$ cat src/rtl/tlcd_text_writer.sv
// tlcd_text_writer
// Sends the LCD init command set once the custom-font loader is done, then
// draws a 2x16 character buffer. An UPDATE pulse requests a redraw; pulses
// arriving while busy are merged into one pending redraw.
// Every LCD write is a 3-cycle SETUP / STROBE / HOLD transaction.
// Optional build macro: TLCD_CURSOR_BLINK_EN (blinking cursor placed at the
// last written buffer position after every redraw).
module tlcd_text_writer #(
    parameter int CLEAR_WAIT = 16,
    parameter int LINE_LEN   = 16
) (
    input  logic       CLK,
    input  logic       RESETN,
    input  logic       FONT_DONE,
    input  logic       WR_EN,
    input  logic [4:0] WR_ADDR,
    input  logic [7:0] WR_DATA,
    input  logic       UPDATE,
    output logic       TLCD_E,
    output logic       TLCD_RS,
    output logic       TLCD_RW,
    output logic [7:0] TLCD_DATA,
    output logic       BUSY,
    output logic [2:0] STATE
);

    localparam logic [2:0] S_WAIT_FONT = 3'd0;
    localparam logic [2:0] S_INIT      = 3'd1;
    localparam logic [2:0] S_L1_ADDR   = 3'd2;
    localparam logic [2:0] S_L1_DATA   = 3'd3;
    localparam logic [2:0] S_L2_ADDR   = 3'd4;
    localparam logic [2:0] S_L2_DATA   = 3'd5;
    localparam logic [2:0] S_IDLE      = 3'd6;

    localparam logic [1:0] PH_SETUP  = 2'd0;
    localparam logic [1:0] PH_STROBE = 2'd1;

    localparam logic [4:0] LAST_IDX   = 5'(LINE_LEN - 1);
    localparam logic [7:0] CLEAR_CNT  = 8'(CLEAR_WAIT);
`ifdef TLCD_CURSOR_BLINK_EN
    localparam logic [7:0] CMD_DISP_ON = 8'h0F;
`else
    localparam logic [7:0] CMD_DISP_ON = 8'h0C;
`endif

    logic [2:0] r_state;
    logic [1:0] r_ph;
    logic [4:0] r_idx;
    logic [7:0] r_wait;
    logic       r_pend;
    logic       r_e;
    logic       r_rs;
    logic [7:0] r_data;
    logic [7:0] r_buf [2*LINE_LEN];
`ifdef TLCD_CURSOR_BLINK_EN
    logic [6:0] r_cursor;
`endif

    logic [4:0] w_next_idx;
    logic [7:0] w_init_cmd;

    // Next transaction index and the init command that goes with it
    always_comb begin
        w_next_idx = r_idx + 5'd1;
        case (w_next_idx[1:0])
            2'd0:    w_init_cmd = 8'h38;
            2'd1:    w_init_cmd = CMD_DISP_ON;
            2'd2:    w_init_cmd = 8'h06;
            2'd3:    w_init_cmd = 8'h01;
            default: w_init_cmd = 8'h38;
        endcase
    end

    // Buffer writes, pending-update flag, sequencer and registered bus outputs
    always_ff @(posedge CLK or posedge RESETN) begin
        if (RESETN) begin
            r_state <= S_WAIT_FONT;
            r_ph    <= PH_SETUP;
            r_idx   <= 5'd0;
            r_wait  <= 8'd0;
            r_pend  <= 1'b0;
            r_e     <= 1'b0;
            r_rs    <= 1'b0;
            r_data  <= 8'h00;
            for (int i = 0; i < 2*LINE_LEN; i++) begin
                r_buf[i] <= 8'h20;
            end
`ifdef TLCD_CURSOR_BLINK_EN
            r_cursor <= 7'd0;
`endif
        end else begin
            // Reads below see the pre-write value, so a same-cycle hit sends old data.
            if (WR_EN) begin
                r_buf[WR_ADDR] <= WR_DATA;
`ifdef TLCD_CURSOR_BLINK_EN
                r_cursor <= WR_ADDR[4] ? {3'b100, WR_ADDR[3:0]} : {3'b000, WR_ADDR[3:0]};
`endif
            end
            if (UPDATE && (r_state != S_IDLE)) begin
                r_pend <= 1'b1;
            end
            case (r_state)
                S_WAIT_FONT: begin
                    if (FONT_DONE) begin
                        r_state <= S_INIT;
                        r_idx   <= 5'd0;
                        r_ph    <= PH_SETUP;
                        r_rs    <= 1'b0;
                        r_data  <= 8'h38;
                    end
                end
                S_IDLE: begin
                    if (UPDATE || r_pend) begin
                        r_pend  <= 1'b0;
                        r_state <= S_L1_ADDR;
                        r_ph    <= PH_SETUP;
                        r_rs    <= 1'b0;
                        r_data  <= 8'h80;
                    end
                end
                default: begin
                    if (r_wait != 8'd0) begin
                        // Post-clear settle time: bus idle with E low
                        r_wait <= r_wait - 8'd1;
                        if (r_wait == 8'd1) begin
                            r_state <= S_L1_ADDR;
                            r_ph    <= PH_SETUP;
                            r_rs    <= 1'b0;
                            r_data  <= 8'h80;
                        end
                    end else if (r_ph == PH_SETUP) begin
                        r_ph <= PH_STROBE;
                        r_e  <= 1'b1;
                    end else if (r_ph == PH_STROBE) begin
                        r_ph <= 2'd2;
                        r_e  <= 1'b0;
                    end else begin
                        // End of HOLD: RS/DATA for the next transaction change only here
                        r_ph <= PH_SETUP;
                        case (r_state)
                            S_INIT: begin
                                if (r_idx < 5'd3) begin
                                    r_idx  <= w_next_idx;
                                    r_data <= w_init_cmd;
                                end else if (CLEAR_CNT != 8'd0) begin
                                    r_wait <= CLEAR_CNT;
                                end else begin
                                    r_state <= S_L1_ADDR;
                                    r_data  <= 8'h80;
                                end
                            end
                            S_L1_ADDR: begin
                                r_state <= S_L1_DATA;
                                r_idx   <= 5'd0;
                                r_rs    <= 1'b1;
                                r_data  <= r_buf[5'd0];
                            end
                            S_L1_DATA: begin
                                if (r_idx < LAST_IDX) begin
                                    r_idx  <= w_next_idx;
                                    r_data <= r_buf[{1'b0, w_next_idx[3:0]}];
                                end else begin
                                    r_state <= S_L2_ADDR;
                                    r_rs    <= 1'b0;
                                    r_data  <= 8'hC0;
                                end
                            end
                            S_L2_ADDR: begin
                                r_state <= S_L2_DATA;
                                r_idx   <= 5'd0;
                                r_rs    <= 1'b1;
                                r_data  <= r_buf[5'd16];
                            end
                            S_L2_DATA: begin
                                if (r_idx < LAST_IDX) begin
                                    r_idx  <= w_next_idx;
                                    r_data <= r_buf[{1'b1, w_next_idx[3:0]}];
                                end else if (r_idx == LAST_IDX) begin
`ifdef TLCD_CURSOR_BLINK_EN
                                    // Extra set-DDRAM-address command parks the cursor
                                    r_idx  <= w_next_idx;
                                    r_rs   <= 1'b0;
                                    r_data <= 8'h80 | {1'b0, r_cursor};
`else
                                    r_state <= S_IDLE;
`endif
                                end else begin
                                    r_state <= S_IDLE;
                                end
                            end
                            default: begin
                                r_state <= S_IDLE;
                            end
                        endcase
                    end
                end
            endcase
        end
    end

    assign TLCD_E    = r_e;
    assign TLCD_RS   = r_rs;
    assign TLCD_RW   = 1'b0;
    assign TLCD_DATA = r_data;
    assign BUSY      = (r_state != S_IDLE);
    assign STATE     = r_state;

endmodule

$ cat config.mk
export PLATFORM = sky130hd
export DESIGN_NAME = tlcd_text_writer
export DESIGN_NICKNAME = d
export VERILOG_FILES = /design/src/rtl/tlcd_text_writer.sv
export SDC_FILE = /design/constraint.sdc
export NUM_CORES = 1
export LEC_CHECK = 0
export CAP_MARGIN = 20
export CELL_PAD_IN_SITES_DETAIL_PLACEMENT = 0
export CELL_PAD_IN_SITES_GLOBAL_PLACEMENT = 1
export CORE_UTILIZATION = 55
export CTS_BUF_LIST = sky130_fd_sc_hd__clkbuf_8 sky130_fd_sc_hd__clkbuf_16
export CTS_CLUSTER_DIAMETER = 80
export DETAILED_ROUTE_END_ITERATION = 12
export PLACE_DENSITY_LB_ADDON = 0.2
export RECOVER_POWER = 100
export SLEW_MARGIN = 20
export SYNTH_ARGS = -nofsm -noshare
export SYNTH_HDL_FRONTEND = slang
export SYNTH_SLANG_ARGS = --single-unit
$ cat constraint.sdc
create_clock -name CLK -period 17.9 [get_ports CLK]
set_clock_uncertainty 0.05 [all_clocks]
set_input_delay 2.685 -clock CLK [delete_from_list [all_inputs] [get_ports CLK]]
set_output_delay 2.685 -clock CLK [all_outputs]
set_load 0.1 [all_outputs]
==> impl_metrics.yaml, run 1 <==
critical_path:
  setup.worst_path.start: "RESETN"
  timing.rr.end: "TLCD_DATA[6]"
  worst-path-buf-inv: 2
  arrival_ns: 6.54
  path_cells: "dlygate4sd3_1 > clkinvlp_2"
  crit_cells: 2
  cp_slowest_stage_delay_ns: 3.23
  cp_slowest_cell: "clkinvlp_2"
  worstReg2RegStart: "r_idx[0]"
  critPathRequiredTime_ns: 16.79
  critical_path.endpoint: "r_idx[0]"
  cp_max_fo: 131
  rrSetupSlack_ns: 13.72
  crit_path_end_kind: "asynchronous set/reset pin"
  rr_worst_depth: 8
  critPathLaunchType: "input pin"
  path_delay_family: "buffers and inverters"
  path_class: "input pin to asynchronous set/reset pin"
die:
  dieArea_mm2: 0.0254
  start_util_pct: 56.1
  core_mm2: 0.0243
  die_w_um: 160
  ios: 33
  dieHeight_um: 160
  rows: 57
worst_hold_path:
  hp-class: "register to register"
timing:
  maxSlewViolCount: 132
  rsz0062_at_grt: "no"
  fmax_mhz: 131
  hold_violations: 0
  setup_violations: 0
  worst_pin_slew_ns: 5.83
  layout_setup_ws_ns: 10.25
  period_share_pct: 42.8
  relSlewSlack_pct: -291
  finalCriticalPeriod_ns: 7.65
  fin_tns_setup_ns: 0
clock_tree:
  clk_latency_ns: 0.56
  postCtsHoldBufs: 0
  clk_pin_slew_ns: 0.06
  cts_sinks: 285
  htreeDepth: 1
  postCtsSetupBuffers: 0
  cts_buffer_depth: 3
  cts_root_buf: "clkbuf_16"
  cts_resized: 0
  cts_made_buffers: 30
  cts_tree: "done"
synthesis:
  yosysTopAreaCellShare_pct: 46.4
  synth_ff_type: "dfrtp_1"
  synth-edff-count: 0
  synth_area_leaders: "dfrtp_1 46%, mux2_2 21%, mux4_2 11%"
  ys_seq_elements: 285
  syn_area_mm2: 0.0136
  ys_warn_count: 0
  syn_nets: 1028
  async_flop_share_pct: 100
  seq_area_frac_synth_pct: 52.6
  avgSynthCellArea_um2: 13.6
  ys_types: 59
  syn_inst: 1002
  synth_common_cells: "258 x mux2_2, 253 x dfrtp_1, 86 x nand2_1, 65 x mux4_2, 54 x clkbuf_1"
  yosysTopAreaCell: "dfrtp_1"
  yosys.cell_count.top_type: "mux2_2"
power_and_ir_drop:
  p_leak_nw: 6.56
  peakVddDrop_mv: 0.0911
  total_power_mw: 2.00
  power_density_mw_per_mm2: 132
run_status:
  status: "finished, violations left"
  violations: "max-capacitance violations, max-slew violations"
final_layout:
  post-route-util_pct: 62.5
  antenna_cells: 0
  fin_nets: 1035
  syn2layout_area_growth_pct: 11.4
  drive_gt1_share_pct: 41.2
detailed_routing:
  viasPerCell: 6.08
  wirelength_mm: 31.0
  drtIter0Drc: 562
  antenna_left: 0
  num_vias: 8254
  drc: 0
  detail_route.first_pass.iterations: 5
  wire_per_inst_um: 22.8
placement:
  post-place-ws_ns: 12.82
  hpwl_mm: 19.4
  port_buffers: 31
  routabilityCongestion: 0.774
global_routing:
  grt_pass1_wl_mm: 49.8
  grt.overflow.total: 0
  grt_pass1_vias: 8573
  grt_max_degree: 156
  antenna_found_initial: 0
  grt.total_usage_pct: 25.2
job:
  drv_cap: 1
-- final cells by class --
type | instances | area [um^2]
Inverter | 13 | 50.0
Clock inverter | 19 | 134
Multi-Input combinational cell | 635 | 6160
Sequential cell | 285 | 7180
Tap cell | 324 | 405
Clock buffer | 37 | 858
Timing Repair Buffer | 44 | 415
Fill cell | 1891 | 9120
-- how the worst min path moves through the flow --
stage | slack (ns) | from | cells after the start | end
2_1_floorplan | 0.42 | r_buf[112] | 1 | r_buf[112]
3_3_place_gp | 0.41 | TLCD_DATA[0] | 2 | TLCD_DATA[0]
3_5_place_dp | 0.43 | TLCD_DATA[0] | 2 | TLCD_DATA[0]
4_1_cts | 0.44 | TLCD_DATA[0] | 2 | TLCD_DATA[0]
5_1_grt | 0.46 | r_buf[116] | 1 | r_buf[116]
6_report | 0.42 | TLCD_DATA[0] | 2 | TLCD_DATA[0]
-- state kept, by name, indices dropped and copies added (netlist names) --
name / count
r_idx: 5
TLCD_E: 1
TLCD_RS: 1
r_pend: 1
r_wait: 8
r_ph: 2
STATE: 3
r_buf: 256
TLCD_DATA: 8
-- per-layer routing --
layer	part of all wire (%)	wire (um)	GRT usage (%)	up-vias
met5	0	0	0	-
met1	46	14200	36.0	4351
met2	48	14900	40.6	160
met4	2.1	652	6.29	0
li1	-	-	-	3700
met3	4.1	1290	4.12	43
-- cell usage in the layout, fill, tap and decap left out, drive strengths merged, types with 6 or more instances in the layout --
cell | Yosys | routed
ha | 8 | 8
clkbuf | 54 | 37
clkinv | 0 | 8
mux2 | 258 | 258
clkdlybuf4s50 | 0 | 11
buf | 15 | 14
mux4 | 65 | 65
a21oi | 17 | 17
nand3b | 6 | 6
o21ai | 19 | 19
a22oi | 6 | 6
dfstp | 32 | 32
xor2 | 9 | 9
dlygate4sd3 | 0 | 19
inv | 13 | 21
dfrtp | 253 | 253
nand3 | 45 | 45
nand2 | 86 | 86
nor2 | 44 | 44
-- worst min-delay path: stages (launching register included) --
cell and delay [ns]:
dfrtp_1 0.34, nand2_1 0.04, o21ai_0 0.06
-- where the power goes --
| part | switching (mW) | internal, mW |
|---|---|---|
| combinational | 0.254 | 0.249 |
| clock | 0.253 | 0.365 |
| sequential | 0.0945 | 0.786 |
| total | 0.602 | 1.40 |
-- cell families after synthesis --
group           after synthesis  synth area share [%]
flops                       285                  52.6
compound gates               76                  3.85
mux                         328                  32.4
buf+inv                      82                  2.39
other cells                   1                0.0275
fa+ha+maj                     8                 0.734
xor+xnor                     11                 0.706
simple gates                211                  7.34
-- per-stage QoR --
| step | instance area [um^2] | instances | hold WS, ns |
|---|---|---|---|
| floorplan | 13600 | 1002 | 0.424 |
| global placement | 14200 | 1301 | 0.415 |
| detailed placement | 14200 | 1301 | 0.431 |
| CTS | 15200 | 1357 | 0.444 |
| global route | 15200 | 1357 | 0.458 |
| finish | 15200 | 1357 | 0.423 |
Power figures use the tool's default switching activity.
==> run 2, diff against run 1 <==
Settings changed: CORE_UTILIZATION 55 to 52.
Clock period 17.9 ns to 7.4 ns, I/O delays scaled along.
==> run 2 against run 1 <==
  * The flow still finishes with violations (max-capacitance violations, max-slew violations)
  * Setup slack got worse by 7.7 ns
  * Hold slack better by 0.019 ns
  * Sequential share of layout area is 0.12 points lower
  * Via count rose by 2.7%
  * Clock power increased by 150%
  * Sequential cell count did not move
  * Non-clock buffer count increased by 2
  * First-iteration DRC count did not move
  * Die area up 5.7%
  * Critical path type is now register to register
==> impl_metrics.yaml, run 2 (synthesized netlist as in run 1, its figures left out) <==
run_status:
  status: "finished, violations left"
  violations: "max-capacitance violations, max-slew violations"
detailed_routing:
  num_vias: 8479
  viasPerCell: 6.21
  detail_route.first_pass.iterations: 6
  wire_per_inst_um: 24.1
  antenna_left: 0
  drc: 0
  drtIter0Drc: 562
  wirelength_mm: 32.8
global_routing:
  grt.total_usage_pct: 25.8
  met3_usage_pct: 4.47
  grt_use_met2_pct: 41.4
  antenna_found_initial: 1
  grt_max_degree: 172
  grt_pass1_vias: 8779
  busiest_layer: "met2"
  use_met1_pct: 36.7
  grt.overflow.total: 0
  grt_pass1_wl_mm: 52.3
timing:
  maxSlewViolCount: 82
  fmax_mhz: 206
  rsz0062_at_grt: "no"
  relSlewSlack_pct: -54.1
  hold_violations: 0
  setup_violations: 0
  finalCriticalPeriod_ns: 4.86
  worst_pin_slew_ns: 2.31
  fin_tns_setup_ns: 0
  period_share_pct: 65.7
power_and_ir_drop:
  swShare_pct: 30.5
  clkPwrFrac_pct: 31.1
  switchingPower_mw: 1.50
  p_leak_nw: 6.58
  power.internal_mw: 3.42
  power_frac_seq_pct: 43.3
  total_power_mw: 4.91
  power_density_mw_per_mm2: 323
  peakVddDrop_mv: 0.269
  comb_power_share_pct: 25.6
final_layout:
  top_register: "r_buf"
  drive_gt1_share_pct: 41.2
  largest_reg_flops: 256
  post-route-util_pct: 59.8
  final_cell_mix: "257 x mux2_2, 253 x dfrtp_1, 86 x nand2_1, 65 x mux4_2, 45 x nand3_1"
  nFillCells: 1999
  antenna_cells: 0
  final_common_cell: "mux2_2"
  fin_nets: 1038
  ff_latch_area_mm2: 0.00717
  syn2layout_area_growth_pct: 11.6
  multiInputGateArea_mm2: 0.00615
  fin_cells: 1365
placement:
  routabilityCongestion: 0.837
  port_buffers: 31
  hpwl_mm: 21.4
  dpl.cell_count: 1309
clock_tree:
  cts_tree: "done"
  postCtsHoldBufs: 0
  cts_root_buf: "clkbuf_16"
  htreeDepth: 1
  clk_latency_ns: 0.57
  postCtsSetupBuffers: 0
  cts_buffer_depth: 3
  clk_pin_slew_ns: 0.06
  cts_sinks: 285
  cts_made_buffers: 31
  cts_resized: 0
die:
  dieArea_mm2: 0.0269
  die_w_um: 164
  dieHeight_um: 164
  rows: 58
  ios: 33
  core_mm2: 0.0255
  start_util_pct: 53.6
critical_path:
  arrival_ns: 5.25
  cp_slowest_stage_delay_ns: 1.91
  cp_max_fo: 45
  cp_slowest_cell: "dfrtp_1"
  critPathRequiredTime_ns: 7.79
  path_cells: "inv_1 > ha_4 > buf_4 > mux4_2 > mux2i_1 > o32ai_1 > a311o_1 > nand3b_1 > a21oi_1"
  rrSetupSlack_ns: 2.54
  critPathLaunchType: "register"
  path_class: "register to register"
  crit_path_end_kind: "register"
job:
  drv_cap: 2
worst_hold_path:
  hp-class: "register to register"
run 2: final timing paths:
kind / end / start / cells after the start
hold / removal: TLCD_E / TLCD_E / 2
setup / recovery: TLCD_DATA[7] / r_idx[0] / 9
min in group asynchronous: r_buf[248] / RESETN / 3
max in group asynchronous: r_buf[32] / RESETN / 4
setup reg to reg: TLCD_DATA[7] / r_idx[0] / 9
hold reg to reg: TLCD_E / TLCD_E / 2
run 2: layout make-up:
cell class | count | area share, %
clock buffer | 39 | 5.82
clock inverter | 17 | 0.928
inverter | 13 | 0.329
multi-input combinational | 635 | 40.4
sequential | 285 | 47.1
tap | 330 | 2.71
timing repair buffer | 46 | 2.77
run 2: per-layer routing:
layer  vias to the layer above  part of all wire, %
li1                       3708                    -
met1                      4489                   44
met2                       227                   48
met3                        55                  5.2
met4                         0                  2.4
met5                         -                    0
run 2: power groups by stage:
| stage | Combinational, mW | Sequential, mW | Clock, mW |
|---|---|---|---|
| floorplan | 0.917 | 2.17 | 0 |
| global placement | 1.25 | 2.15 | 0 |
| detailed placement | 1.27 | 2.16 | 0 |
| CTS | 1.28 | 2.13 | 1.56 |
| global route | 1.35 | 2.17 | 1.63 |
| finish | 1.26 | 2.13 | 1.53 |
run 2: stage by stage:
stage	instance area (um^2)	setup WS, ns	hold WS (ns)
4_1_cts	15300	3.34	0.452
5_1_grt	15200	2.07	0.463
6_report	15200	2.54	0.442
3_3_place_gp	14300	3.78	0.431
3_5_place_dp	14300	3.70	0.439
2_1_floorplan	13600	2.49	0.424
run 2: critical path: cells and delay by family, from the launching register on:
kind,cells,cell delay [ns]
compound gates,3,0.52
fa+ha+maj,1,0.87
buf+inv,2,0.76
flops,1,1.91
mux,2,0.53
simple gates,1,0.08
